`config.mk`:
```
export PLATFORM = sky130hd
export DESIGN_NAME = lsu_mem_initiator_flat
export DESIGN_NICKNAME = d
export VERILOG_FILES = /design/src/rtl/lsu_pkg.sv /design/src/rtl/lsu_mem_initiator_if.sv /design/src/rtl/lsu_load_extend.sv /design/src/rtl/lsu_mem_initiator.sv /design/src/flat_wrapper.sv
export SDC_FILE = /design/constraint.sdc
export NUM_CORES = 1
export LEC_CHECK = 0
export CORE_ASPECT_RATIO = 1.75
export CORE_MARGIN = 1
export CORE_UTILIZATION = 39
export CTS_CLUSTER_DIAMETER = 50
export DETAILED_ROUTE_END_ITERATION = 10
export HOLD_SLACK_MARGIN = 0.06
export PLACE_DENSITY_LB_ADDON = 0.15
export SLEW_MARGIN = 20
export SYNTH_ARGS = -nofsm -noshare
export SYNTH_HDL_FRONTEND = slang
export SYNTH_HIERARCHICAL = 1
export SYNTH_SLANG_ARGS = --single-unit
```
`constraint.sdc`:
```
create_clock -name i_clk -period 2.3 [get_ports i_clk]
set_input_delay 0.345 -clock i_clk [delete_from_list [all_inputs] [get_ports i_clk]]
set_output_delay 0.345 -clock i_clk [all_outputs]
set_load 0.02 [all_outputs]
```
`src/rtl/lsu_pkg.sv`:
```
// Shared LSU definitions: RV32I width codes, FSM states, byte masks.
package lsu_pkg;

    localparam logic [2:0] F3_B  = 3'b000;
    localparam logic [2:0] F3_H  = 3'b001;
    localparam logic [2:0] F3_W  = 3'b010;
    localparam logic [2:0] F3_BU = 3'b100;
    localparam logic [2:0] F3_HU = 3'b101;

    typedef enum logic [1:0] {
        ST_IDLE   = 2'd0,
        ST_ACCESS = 2'd1,
        ST_RESP   = 2'd2
    } lsu_state_e;

    localparam logic [3:0] BM_NONE = 4'b0000;
    localparam logic [3:0] BM_B    = 4'b0001;
    localparam logic [3:0] BM_H    = 4'b0011;
    localparam logic [3:0] BM_W    = 4'b1111;

    // Access size in bytes; undefined codes count as one byte.
    function automatic logic [2:0] acc_size(logic [2:0] f3);
        case (f3)
            F3_H, F3_HU: acc_size = 3'd2;
            F3_W:        acc_size = 3'd4;
            default:     acc_size = 3'd1;
        endcase
    endfunction

endpackage

```
`src/rtl/lsu_mem_initiator_if.sv`:
```
// Core request/response handshake plus data-memory bus of the LSU initiator.
interface lsu_mem_initiator_if #(
    parameter int DEPTH = 2048
);
    localparam int AW = $clog2(DEPTH);

    logic          req_valid;
    logic          req_ready;
    logic          req_we;
    logic [2:0]    req_funct3;
    logic [31:0]   req_addr;
    logic [31:0]   req_wdata;
    logic          rsp_valid;
    logic          rsp_ready;
    logic [31:0]   rsp_rdata;
    logic          rsp_misalign;
    logic          rsp_fault;
    logic [AW-1:0] mem_addr;
    logic [3:0]    mem_bmask;
    logic [31:0]   mem_wdata;
    logic          mem_wren;
    logic [31:0]   mem_rdata;

    modport master (
        input  req_valid, req_we, req_funct3, req_addr, req_wdata,
        input  rsp_ready, mem_rdata,
        output req_ready, rsp_valid, rsp_rdata, rsp_misalign, rsp_fault,
        output mem_addr, mem_bmask, mem_wdata, mem_wren
    );

    modport slave (
        output req_valid, req_we, req_funct3, req_addr, req_wdata,
        output rsp_ready, mem_rdata,
        input  req_ready, rsp_valid, rsp_rdata, rsp_misalign, rsp_fault,
        input  mem_addr, mem_bmask, mem_wdata, mem_wren
    );

endinterface

```
`src/rtl/lsu_load_extend.sv`:
```
// Load data extension: selects the low byte/half/word and sign- or zero-extends.
module lsu_load_extend
    import lsu_pkg::*;
(
    input  logic [2:0]  funct3,
    input  logic [31:0] raw,
    output logic [31:0] ext
);

    always_comb begin
        ext = raw;
        case (funct3)
            F3_B:    ext = {{24{raw[7]}}, raw[7:0]};
            F3_H:    ext = {{16{raw[15]}}, raw[15:0]};
            F3_BU:   ext = {24'd0, raw[7:0]};
            F3_HU:   ext = {16'd0, raw[15:0]};
            default: ext = raw;
        endcase
    end

endmodule

```
`src/rtl/lsu_mem_initiator.sv`:
```
// LSU memory initiator: one load/store in flight, IDLE -> ACCESS -> RESP.
module lsu_mem_initiator
    import lsu_pkg::*;
#(
    parameter int DEPTH = 2048
) (
    input logic                 i_clk,
    input logic                 i_reset,
    lsu_mem_initiator_if.master bus
);

    localparam int AW = $clog2(DEPTH);

    lsu_state_e    state_q;
    logic          we_q;
    logic [2:0]    f3_q;
    logic [AW-1:0] addr_q;
    logic [31:0]   wdata_q;
    logic [31:0]   rdata_q;
    logic          mis_q;
    logic          fault_q;

    logic          illegal;
    logic          misalign;
    logic          oob;
    logic [32:0]   end_addr;
    logic [31:0]   ext;
    logic [3:0]    st_mask;

    // Error decode on the raw request; 33-bit sum keeps OOB from wrapping.
    always_comb begin
        illegal  = bus.req_we ? (bus.req_funct3 > F3_W)
                              : (bus.req_funct3 inside {3'b011, 3'b110, 3'b111});
        misalign = ((bus.req_funct3 == F3_H || bus.req_funct3 == F3_HU)
                    && bus.req_addr[0])
                || (bus.req_funct3 == F3_W && bus.req_addr[1:0] != 2'b00);
        end_addr = {1'b0, bus.req_addr} + 33'(acc_size(bus.req_funct3));
        oob      = end_addr > 33'(DEPTH);
    end

    always_ff @(posedge i_clk or posedge i_reset) begin
        if (i_reset) begin
            state_q <= ST_IDLE;
            we_q    <= 1'b0;
            f3_q    <= 3'd0;
            addr_q  <= '0;
            wdata_q <= 32'd0;
            rdata_q <= 32'd0;
            mis_q   <= 1'b0;
            fault_q <= 1'b0;
        end else begin
            unique case (state_q)
                ST_IDLE: begin
                    if (bus.req_valid) begin
                        we_q    <= bus.req_we;
                        f3_q    <= bus.req_funct3;
                        addr_q  <= bus.req_addr[AW-1:0];
                        wdata_q <= bus.req_wdata;
                        rdata_q <= 32'd0;
                        mis_q   <= misalign;
                        fault_q <= illegal | oob;
                        state_q <= (illegal | oob | misalign) ? ST_RESP
                                                              : ST_ACCESS;
                    end
                end
                ST_ACCESS: begin
                    if (!we_q)
                        rdata_q <= ext;
                    state_q <= ST_RESP;
                end
                ST_RESP: begin
                    if (bus.rsp_ready)
                        state_q <= ST_IDLE;
                end
                default: state_q <= ST_IDLE;
            endcase
        end
    end

    always_comb begin
        st_mask = BM_B;
        if (f3_q == F3_H)
            st_mask = BM_H;
        else if (f3_q == F3_W)
            st_mask = BM_W;
    end

    assign bus.mem_wren  = (state_q == ST_ACCESS) && we_q;
    assign bus.mem_bmask = bus.mem_wren ? st_mask : BM_NONE;
    assign bus.mem_addr  = addr_q;
    assign bus.mem_wdata = wdata_q & {{8{bus.mem_bmask[3]}}, {8{bus.mem_bmask[2]}},
                                      {8{bus.mem_bmask[1]}}, {8{bus.mem_bmask[0]}}};

    assign bus.req_ready    = (state_q == ST_IDLE);
    assign bus.rsp_valid    = (state_q == ST_RESP);
    assign bus.rsp_rdata    = rdata_q;
    assign bus.rsp_misalign = mis_q;
    assign bus.rsp_fault    = fault_q;

    lsu_load_extend u_ext (
        .funct3 (f3_q),
        .raw    (bus.mem_rdata),
        .ext    (ext)
    );

endmodule

```
`src/flat_wrapper.sv`:
```
// flat-port wrapper written by rule: the top's interface ports become plain ports
module lsu_mem_initiator_flat import lsu_pkg::*;
#(
    parameter int DEPTH = 2048
)
  (i_clk, i_reset, bus_req_valid, bus_req_we, bus_req_funct3, bus_req_addr, bus_req_wdata, bus_rsp_ready, bus_mem_rdata, bus_req_ready, bus_rsp_valid, bus_rsp_rdata, bus_rsp_misalign, bus_rsp_fault, bus_mem_addr, bus_mem_bmask, bus_mem_wdata, bus_mem_wren);
  lsu_mem_initiator_if #(.DEPTH(DEPTH)) bus_i ();
  input logic i_clk;
  input logic i_reset;
  input wire logic [$bits(bus_i.req_valid)-1:0] bus_req_valid;
  input wire logic [$bits(bus_i.req_we)-1:0] bus_req_we;
  input wire logic [$bits(bus_i.req_funct3)-1:0] bus_req_funct3;
  input wire logic [$bits(bus_i.req_addr)-1:0] bus_req_addr;
  input wire logic [$bits(bus_i.req_wdata)-1:0] bus_req_wdata;
  input wire logic [$bits(bus_i.rsp_ready)-1:0] bus_rsp_ready;
  input wire logic [$bits(bus_i.mem_rdata)-1:0] bus_mem_rdata;
  output wire logic [$bits(bus_i.req_ready)-1:0] bus_req_ready;
  output wire logic [$bits(bus_i.rsp_valid)-1:0] bus_rsp_valid;
  output wire logic [$bits(bus_i.rsp_rdata)-1:0] bus_rsp_rdata;
  output wire logic [$bits(bus_i.rsp_misalign)-1:0] bus_rsp_misalign;
  output wire logic [$bits(bus_i.rsp_fault)-1:0] bus_rsp_fault;
  output wire logic [$bits(bus_i.mem_addr)-1:0] bus_mem_addr;
  output wire logic [$bits(bus_i.mem_bmask)-1:0] bus_mem_bmask;
  output wire logic [$bits(bus_i.mem_wdata)-1:0] bus_mem_wdata;
  output wire logic [$bits(bus_i.mem_wren)-1:0] bus_mem_wren;
  assign bus_i.req_valid = bus_req_valid;
  assign bus_i.req_we = bus_req_we;
  assign bus_i.req_funct3 = bus_req_funct3;
  assign bus_i.req_addr = bus_req_addr;
  assign bus_i.req_wdata = bus_req_wdata;
  assign bus_i.rsp_ready = bus_rsp_ready;
  assign bus_i.mem_rdata = bus_mem_rdata;
  assign bus_req_ready = bus_i.req_ready;
  assign bus_rsp_valid = bus_i.rsp_valid;
  assign bus_rsp_rdata = bus_i.rsp_rdata;
  assign bus_rsp_misalign = bus_i.rsp_misalign;
  assign bus_rsp_fault = bus_i.rsp_fault;
  assign bus_mem_addr = bus_i.mem_addr;
  assign bus_mem_bmask = bus_i.mem_bmask;
  assign bus_mem_wdata = bus_i.mem_wdata;
  assign bus_mem_wren = bus_i.mem_wren;
  lsu_mem_initiator #(.DEPTH(DEPTH)) u_core (.i_clk(i_clk), .i_reset(i_reset), .bus(bus_i));
endmodule
```
### Yosys cells after proc, flatten, opt, wreduce, memory -nomap -nowiden

Index checks and enable logic that the tools add are counted.

| storage, ports and cells | value |
|---|---|
| flip-flop bits (word level) | 83 |
| bits in latches | 0 |
| bits in writable memories | 0 |
| bits in read-only memories | 0 |
| bits of input ports | 104 |
| logic and storage cells | 56 |
| memories | 0 |

| cells by class | value |
|---|---|
| add/subtract/negate cells | 1 |
| $mul | 0 |
| div/mod/pow operators | 0 |
| magnitude comparators | 2 |
| eq/ne operators | 15 |
| shift-type cells | 0 |
| multiplexer cells | 13 |
| bitwise logic cells | 3 |
| reduce and logical (&&, ||, !) cells | 14 |

Operator list:

| kind | count |
|---|---|
| 32-bit one-hot mux with 4 select lines | 1 |
| 32-bit two-way mux | 2 |
| 32-bit one-hot mux with 2 select lines | 1 |
| 32-bit by 3-bit adder with 33-bit output | 1 |
| 33-bit by 12-bit > comparator with 1-bit output (second input constant) | 1 |
| 32-bit bitwise AND | 1 |
| 3-bit equality test (second input constant) | 5 |
| 4-bit two-way mux | 3 |
| 3-bit by 2-bit equality test with 1-bit output (second input constant) | 3 |
| 3-bit by 1-bit equality test with 1-bit output (second input constant) | 2 |
| 2-bit two-way mux | 3 |
| 2-bit != test (second input constant) | 3 |
| 2-bit one-hot mux with 3 select lines | 1 |
| 3-bit one-hot mux with 2 select lines | 1 |
| 2-bit AND reduction | 2 |
| 2-bit nonzero test | 2 |
| 3-bit by 2-bit > comparator with 1-bit output (second input constant) | 1 |
| 1-bit logical AND | 3 |
| 3-bit logical NOT | 1 |
| 3-bit AND reduction | 1 |
| 3-bit nonzero test | 1 |
| 2-bit by 1-bit equality test with 1-bit output (second input constant) | 1 |
| 2-bit equality test (second input constant) | 1 |
| 2-bit logical NOT | 1 |
| 4 further kinds | 6 |

### Logic depth before layout (Yosys ltp)

Gate-level depths: netlist of run 1.

| logic depth | value |
|---|---|
| word-level depth | 10 |
| depth in mapped cells | 14 |
| depth with buffers taken out | 13 |

### Hierarchy

Netlist of run 1, hierarchy kept.

By module, submodules not included:

| module | times used | cells each | area each (um^2) | seq. area each (um^2) |
|---|---|---|---|---|
| lsu_mem_initiator | 1 | 456 | 4171.5 | 2077.0 |
| lsu_load_extend | 1 | 67 | 355.3 | 0.0 |

### Least setup slack after synthesis of run 1

Ideal clock, no wire load.

| timing | value |
|---|---|
| path type | input -> register |
| start point | input bus_req_funct3[0] |
| end point | register u_core.state_q[1] |
| data arrival time | 3094 ps |
| data required time | 2176 ps |
| slack | -918 ps |
| stages on the path | 14 |
| cell sequence | nor2_1 -> and2_2 -> nor2_1 -> ha_1 -> fa_1 -> a21oi_2 -> or4_1 -> buf_2 -> xnor2_1 -> a2111oi_0 -> a21oi_1 -> nor4b_4 -> a31oi_1 -> o31a_1 |

| on the way | value |
|---|---|
| word-level cells in the longest chain between the ends | 10 |
| elaborated cells on any way between the ends | 22 |

Ends and longest elaborated chain:

| element | line | text |
|---|---|---|
| from (decl) | flat_wrapper.sv:12 | `input wire logic [$bits(bus_i.req_funct3)-1:0] bus_req_funct3;` |
| 3-bit equality test or 3-bit by 1-bit equality test with 1-bit output (tied branches) | lsu_pkg.sv:23, lsu_mem_initiator.sv:34 |  |
| 2-bit OR reduction | lsu_pkg.sv:23 | `case (f3)` |
| 3-bit one-hot mux with 2 select lines | lsu_pkg.sv:23 |  |
| 32-bit by 3-bit adder with 33-bit output | lsu_mem_initiator.sv:37 | `end_addr = {1'b0, bus.req_addr} + 33'(acc_size(bus.req_funct3));` |
| 33-bit by 12-bit > comparator with 1-bit output | lsu_mem_initiator.sv:38 | `oob = end_addr > 33'(DEPTH);` |
| 1-bit bitwise OR | lsu_mem_initiator.sv:62 | `state_q <= (illegal \| oob \| misalign) ? ST_RESP` |
| 1-bit bitwise OR (*) | lsu_mem_initiator.sv:62 |  |
| 2-bit two-way mux (*) | lsu_mem_initiator.sv:62 |  |
| 2-bit two-way mux (*) | lsu_mem_initiator.sv:54 | `if (bus.req_valid) begin` |
| 2-bit one-hot mux with 3 select lines (*) | lsu_mem_initiator.sv:52 | `unique case (state_q)` |
| to (signal assigned) | lsu_mem_initiator.sv:62 |  |
| to (decl) | lsu_mem_initiator.sv:14 | `lsu_state_e state_q;` |

Mark *: on every way between the ends. The rest lies on a longest branch, timed or not. The select of a mux whose other input is x is not followed.
A chain may end at the register's enable or synchronous reset.

### Final worst setup path of run 1

| timing | value |
|---|---|
| start point | input bus_req_funct3[1] |
| end point | register u_core.state_q[1] |

The elaborated chain is that of the path after synthesis.

==> impl_metrics.ini, run 1 <==
[layout]
regArea_um2 = 2080
area_growth_syn_to_layout_pct = 65.7
antenna_cells = 0
drive_above_1_share = 0.215
multi_input_area_um2 = 2380
fin_cells = 912
nNetsFinal = 884
n_fill_cell = 962

[power]
clkPwrFrac = 0.344
comb_power_share = 0.256
ir_drop_uv = 598
p_sw_frac = 0.282
power_switching_w = 0.00125
power.leakage_nw = 3.66
seqPwrFrac = 0.400
internal_power_w = 0.00318
power.density_nw_per_um2 = 591

[synth]
synth_cell_types = 61
ys_seq_area_frac = 0.459
synth_fp_nets = 631
synth_cells = 523
synth_edf_count = 0
ys_seq_elements = 83
synth-async-reset-ratio = 1.00
syn_avg_cell_area_um2 = 8.66
synth.top_cell.area_share = 0.459
synth.largest_area_cell = dfrtp_1
yosys-top-cells-area = dfrtp_1 46%, nand2_1 14%, a22o_1 6.2%
syn_area_um2 = 4530
ys.warnings.count = 6
ys.flop_type = dfrtp_1

[die]
io_pins = 188
start_util = 0.403
dieArea_um2 = 12100
die_h_um = 145
core_area_um2 = 11200
rows = 51
die_w_um = 83.4

[cts]
clock-sinks = 83
cts_tree = done
cts_buffer_depth = 2
clkSlewWorstSetupHoldPaths_ns = 0.06
ctsHoldBuffers = 0
clock_latency_ns = 0.33
htreeDepth = 3
cts_root_buf = clkbuf_16
cts_buffers = 9

[global_route]
antenna_found_initial = 0
grtUsageTotal = 0.247
grt_pass1_wl_mm = 23.6
grt_max_degree = 40
first_global_vias = 4845
globalRouteOverflowTotal = 0

[sta]
report.final.slew_viol_count = 0
relSlewSlack = 0.638
fin_crit_sh = 1.24
layout_setup_ws_ns = -0.551
min_period_ns = 2.85
hold_violations = 0
fin_skew_ns = 0.00651
tns_ns = -1.45
max_freq_ghz = 0.351
worstMarginPinSlew_ns = 0.542
setup_viol = 3
rsz0062_at_grt = yes

[placement]
gp_congestion = 0.970
dp_cells = 886
dpl.hpwl_mm = 11.3
io_buffers = 187

[routing]
drc_errors = 0
wirelength_mm = 14.7
vias = 4719
drt_first_pass_iters = 4
via_per_inst = 5.17
wire_per_inst_um = 16.1
dr.first_iter.drc_count = 174
drtAntennaViolNets = 0

[critical_path]
start_kind = primary input
crit_required_ns = 2.51
crit_type = in2reg
critPathMaxFanout = 4
setup.worst_path.end = u_core/state_q[1]$_DFFE_PP0P_
timing.rr.end = u_core/bus.rsp_rdata[19]$_DFFE_PP0P_
reg2reg_depth = 4
end_kind = register
cp.arrival_ns = 3.06
crit_start = bus_req_funct3[1]
reg2reg_slack_ns = 0.60
timing.rr.start = u_core/f3_q[1]$_DFFE_PP0P_

[job]
cap_violations = 0

[worst_hold_path]
min_path_type = in2reg

[outcome]
status = complete, but fails checks
violations = setup timing
-- worst min path at each step --
stage                                  startpoint                            end  slack [ns]  cells past startpoint
floorplan           u_core/wdata_q[0]$_DFFE_PP0P_  u_core/wdata_q[0]$_DFFE_PP0P_        0.44                      2
global placement    u_core/wdata_q[9]$_DFFE_PP0P_  u_core/wdata_q[9]$_DFFE_PP0P_        0.45                      2
detailed placement  u_core/wdata_q[3]$_DFFE_PP0P_  u_core/wdata_q[3]$_DFFE_PP0P_        0.45                      2
CTS                             bus_req_funct3[0]     u_core/f3_q[0]$_DFFE_PP0P_        0.27                      3
global route                    bus_req_funct3[0]     u_core/f3_q[0]$_DFFE_PP0P_        0.29                      3
finish                          bus_req_funct3[0]     u_core/f3_q[0]$_DFFE_PP0P_        0.27                      3
-- flip-flops by register name (all words and copies together), names as in the netlist --
| signal | cells |
|---|---|
| u_core/bus.rsp_misalign | 1 |
| u_core/bus.rsp_rdata | 32 |
| u_core/wdata_q | 32 |
| u_core/we_q | 1 |
| u_core/state_q | 2 |
| u_core/f3_q | 3 |
| u_core/bus.mem_addr | 11 |
| u_core/bus.rsp_fault | 1 |
-- critical path, cell delays in order --
cell       delay, ns
buf_2           0.13
and2_4          0.15
nor2_4          0.14
ha_4            0.16
fa_2            0.24
a21oi_4         0.07
or4_4           0.56
xnor2_2         0.17
a2111oi_4       0.33
a21oi_2         0.11
nor4b_4         0.28
a31oi_1         0.12
o31a_1          0.25
-- placed cells by master, fill, tap and decap left out, types with 7 or more instances in the layout --
master	instances
a22o_1	32
and2_1	32
buf_2	7
buf_4	88
clkbuf_16	9
clkbuf_2	9
clkdlybuf4s50_1	151
dfrtp_1	83
dlygate4sd2_1	12
nand2_1	171
nand3_1	8
nor2_1	13
o21ai_0	30
-- cells in the mapped netlist, drive strengths merged, types with 7 or more instances --
cell type	number
a21oi	7
a22o	32
and2	34
buf	18
clkbuf	20
dfrtp	83
inv	7
nand2	172
nand3	10
nor2	19
nor3	9
o21ai	32
-- layout make-up --
| cell class | instances | area share |
|---|---|---|
| clock inverters | 4 | 0.0100 |
| flip-flops and latches | 83 | 0.277 |
| multi-input cells | 395 | 0.317 |
| clock buffers | 11 | 0.0324 |
| well taps | 132 | 0.0220 |
| repair buffers | 280 | 0.337 |
| inverters | 7 | 0.00400 |
-- kinds of logic after synthesis --
group / after synthesis / share of synthesized area
simple gates: 283 / 0.300
compound gates: 93 / 0.146
flops: 83 / 0.459
buf+inv: 45 / 0.0509
xor+xnor: 9 / 0.0174
mux: 6 / 0.0144
fa+ha+maj: 4 / 0.0127
-- power by group through the flow --
stage                     Combinational, W  Sequential, W  Clock, W
final                              0.00114        0.00178   0.00152
after detailed placement           0.00111        0.00180         0
after global placement             0.00109        0.00179         0
after global routing               0.00126        0.00180   0.00161
after floorplan                   0.000519        0.00183         0
after CTS                          0.00114        0.00178   0.00156
-- per-stage QoR --
| step | setup WS (ns) | cell area (um^2) | hold slack (ns) | power (W) | util |
|---|---|---|---|---|---|
| floorplan | -0.718 | 4590 | 0.437 | 0.00235 | - |
| global placement | -1.39 | 7080 | 0.449 | 0.00288 | 0.630 |
| detailed placement | -1.52 | 7080 | 0.455 | 0.00291 | 0.630 |
| CTS | -0.540 | 7500 | 0.266 | 0.00448 | 0.668 |
| global route | -0.690 | 7500 | 0.290 | 0.00468 | 0.668 |
| finish | -0.551 | 7500 | 0.267 | 0.00444 | 0.668 |
-- metal layers --
| layer | track usage | wire (um) | up-vias |
|---|---|---|---|
| met5 | 0 | 0 | - |
| met4 | 0.111 | 412 | 0 |
| li1 | - | - | 2295 |
| met2 | 0.464 | 8180 | 162 |
| met3 | 0.0377 | 736 | 28 |
| met1 | 0.274 | 5360 | 2234 |
-- timing repair --
item	CTS	global route
resized for setup	70	46
endpoints found under the setup margin	29	28
pin swaps	17	7
cloned	1	1
setup buffers	8	1
(Power assumes the default switching activity.)
==> run 2, diff against run 1 <==
CORE_UTILIZATION = 40   (was 39)
CTS_BUF_LIST = sky130_fd_sc_hd__clkbuf_4   (was not set)
SETUP_SLACK_MARGIN = 0.2   (was not set)
==> impl_metrics.ini, run 2 (synthesized netlist as in run 1, its figures left out) <==
[outcome]
violations = setup timing
status = complete, but fails checks

[job]
cap_violations = 0

[global_route]
first_global_vias = 5010
antenna_found_initial = 1
grt_max_degree = 49
grt_pass1_wl_mm = 23.8
grtUsageTotal = 0.267
globalRouteOverflowTotal = 0

[cts]
clock-sinks = 83
cts_root_buf = clkbuf_4
clkSlewWorstSetupHoldPaths_ns = 0.13
ctsHoldBuffers = 0
clock_latency_ns = 0.42
cts_tree = done
cts_buffer_depth = 2
htreeDepth = 3
cts_buffers = 9

[die]
dieArea_um2 = 11800
start_util = 0.410
die_w_um = 82.4
core_area_um2 = 11000
die_h_um = 143
io_pins = 188
rows = 51

[critical_path]
start_kind = primary input
cp.arrival_ns = 3.07
end_kind = register
critical_path.max_stage_delay_ns = 0.41
reg2reg_slack_ns = 0.60
critPathMaxFanout = 4
cpMaxStageDelayCell = fa_2
path_cells = buf_8 > nor2_4 > and2_4 > nor2_4 > ha_4 > fa_2 > a21oi_4 > buf_6 > xor2_1 > nand4_1 > a2111oi_4 > a21oi_2 > nor4b_4 > a31oi_1 > o31a_1
crit_required_ns = 2.60
crit_top_cell = nor2_4
crit_type = in2reg

[placement]
dpl.hpwl_mm = 11.0
placedInstanceArea_um2 = 7090
place_ws_ns = -1.45
gp_congestion = 0.933
io_buffers = 187

[sta]
tns_ns = -1.90
hold_violations = 0
min_period_ns = 2.77
relSlewSlack = 0.649
layout_setup_ws_ns = -0.467
fin_skew_ns = 0.0194
report.final.slew_viol_count = 0
setup_viol = 13
rsz0062_at_grt = yes
worstMarginPinSlew_ns = 0.522
fin_crit_sh = 1.20
max_freq_ghz = 0.361

[layout]
n_fill_cell = 904
multi_input_area_um2 = 2440
drive_above_1_share = 0.290
layout_common_cells = 171 x nand2_1, 142 x clkdlybuf4s50_1, 88 x buf_4
nNetsFinal = 906
final_area_um2 = 7740
area_growth_syn_to_layout_pct = 71.1
final_common_cell = nand2_1
regArea_um2 = 2080

[routing]
vias = 4875
dr.first_iter.drc_count = 172
wire_per_inst_um = 16.4
via_per_inst = 5.21
drt_first_pass_iters = 4
drc_errors = 0
drtAntennaViolNets = 0
wirelength_mm = 15.3

[power]
power.density_nw_per_um2 = 517
fin_total_pwr_w = 0.00400
power.leakage_nw = 3.73
ir_drop_uv = 502

[worst_hold_path]
min_path_type = in2reg
## run 2: report_power, final
group          switching (W)  internal (W)
Clock               0.000504      0.000549
Combinational       0.000601      0.000553
Sequential          0.000136       0.00166
Total                0.00124       0.00276
## run 2: worst paths after layout
kind | start | end | cells past startpoint
min reg2reg | u_core/wdata_q[4]$_DFFE_PP0P_ | u_core/wdata_q[4]$_DFFE_PP0P_ | 2
max in group asynchronous | i_reset | u_core/wdata_q[3]$_DFFE_PP0P_ | 3
min | bus_req_funct3[0] | u_core/f3_q[0]$_DFFE_PP0P_ | 4
max reg2reg | u_core/f3_q[1]$_DFFE_PP0P_ | u_core/bus.rsp_rdata[26]$_DFFE_PP0P_ | 4
min in group asynchronous | i_reset | u_core/bus.rsp_rdata[0]$_DFFE_PP0P_ | 2
max | bus_req_funct3[0] | u_core/state_q[1]$_DFFE_PP0P_ | 15
## run 2: timing repair
action                     CTS  global route
pin swaps                   26            23
setup buffers               20             9
setup endpoints to repair   41            39
gates resized for setup    225            54
cloned                       2             1
## run 2: metrics by stage
step	std cells	hold slack (ns)	util
floorplan	523	0.437	-
global placement	887	0.448	0.642
detailed placement	887	0.454	0.642
CTS	925	0.188	0.686
global route	936	0.211	0.702
finish	936	0.223	0.702
## run 2: per-layer routing
metal / share of wire / vias up / track usage / wire (um)
met5: 0 / - / 0 / 0
li1: - / 2333 / - / -
met2: 0.55 / 158 / 0.493 / 8410
met1: 0.36 / 2344 / 0.281 / 5570
met4: 0.041 / 0 / 0.133 / 625
met3: 0.048 / 40 / 0.0403 / 744
## run 2: cell type report
class | instances | share of cell area
tap | 132 | 0.0213
clock buffer | 9 | 0.00872
sequential | 83 | 0.268
timing repair buffer | 302 | 0.367
antenna | 1 | 0.000323
multi-input combinational | 395 | 0.315
inverter | 7 | 0.00388
clock inverter | 7 | 0.0150
## run 2: critical path: cells and delay by family
kind | cells | cell delay (ns)
buffers and inverters | 2 | 0.23
AOI/OAI and AO/OA | 5 | 1.06
adders and majority gates | 2 | 0.57
and+or+nand+nor | 5 | 0.72
xor gates and xnor gates | 1 | 0.13
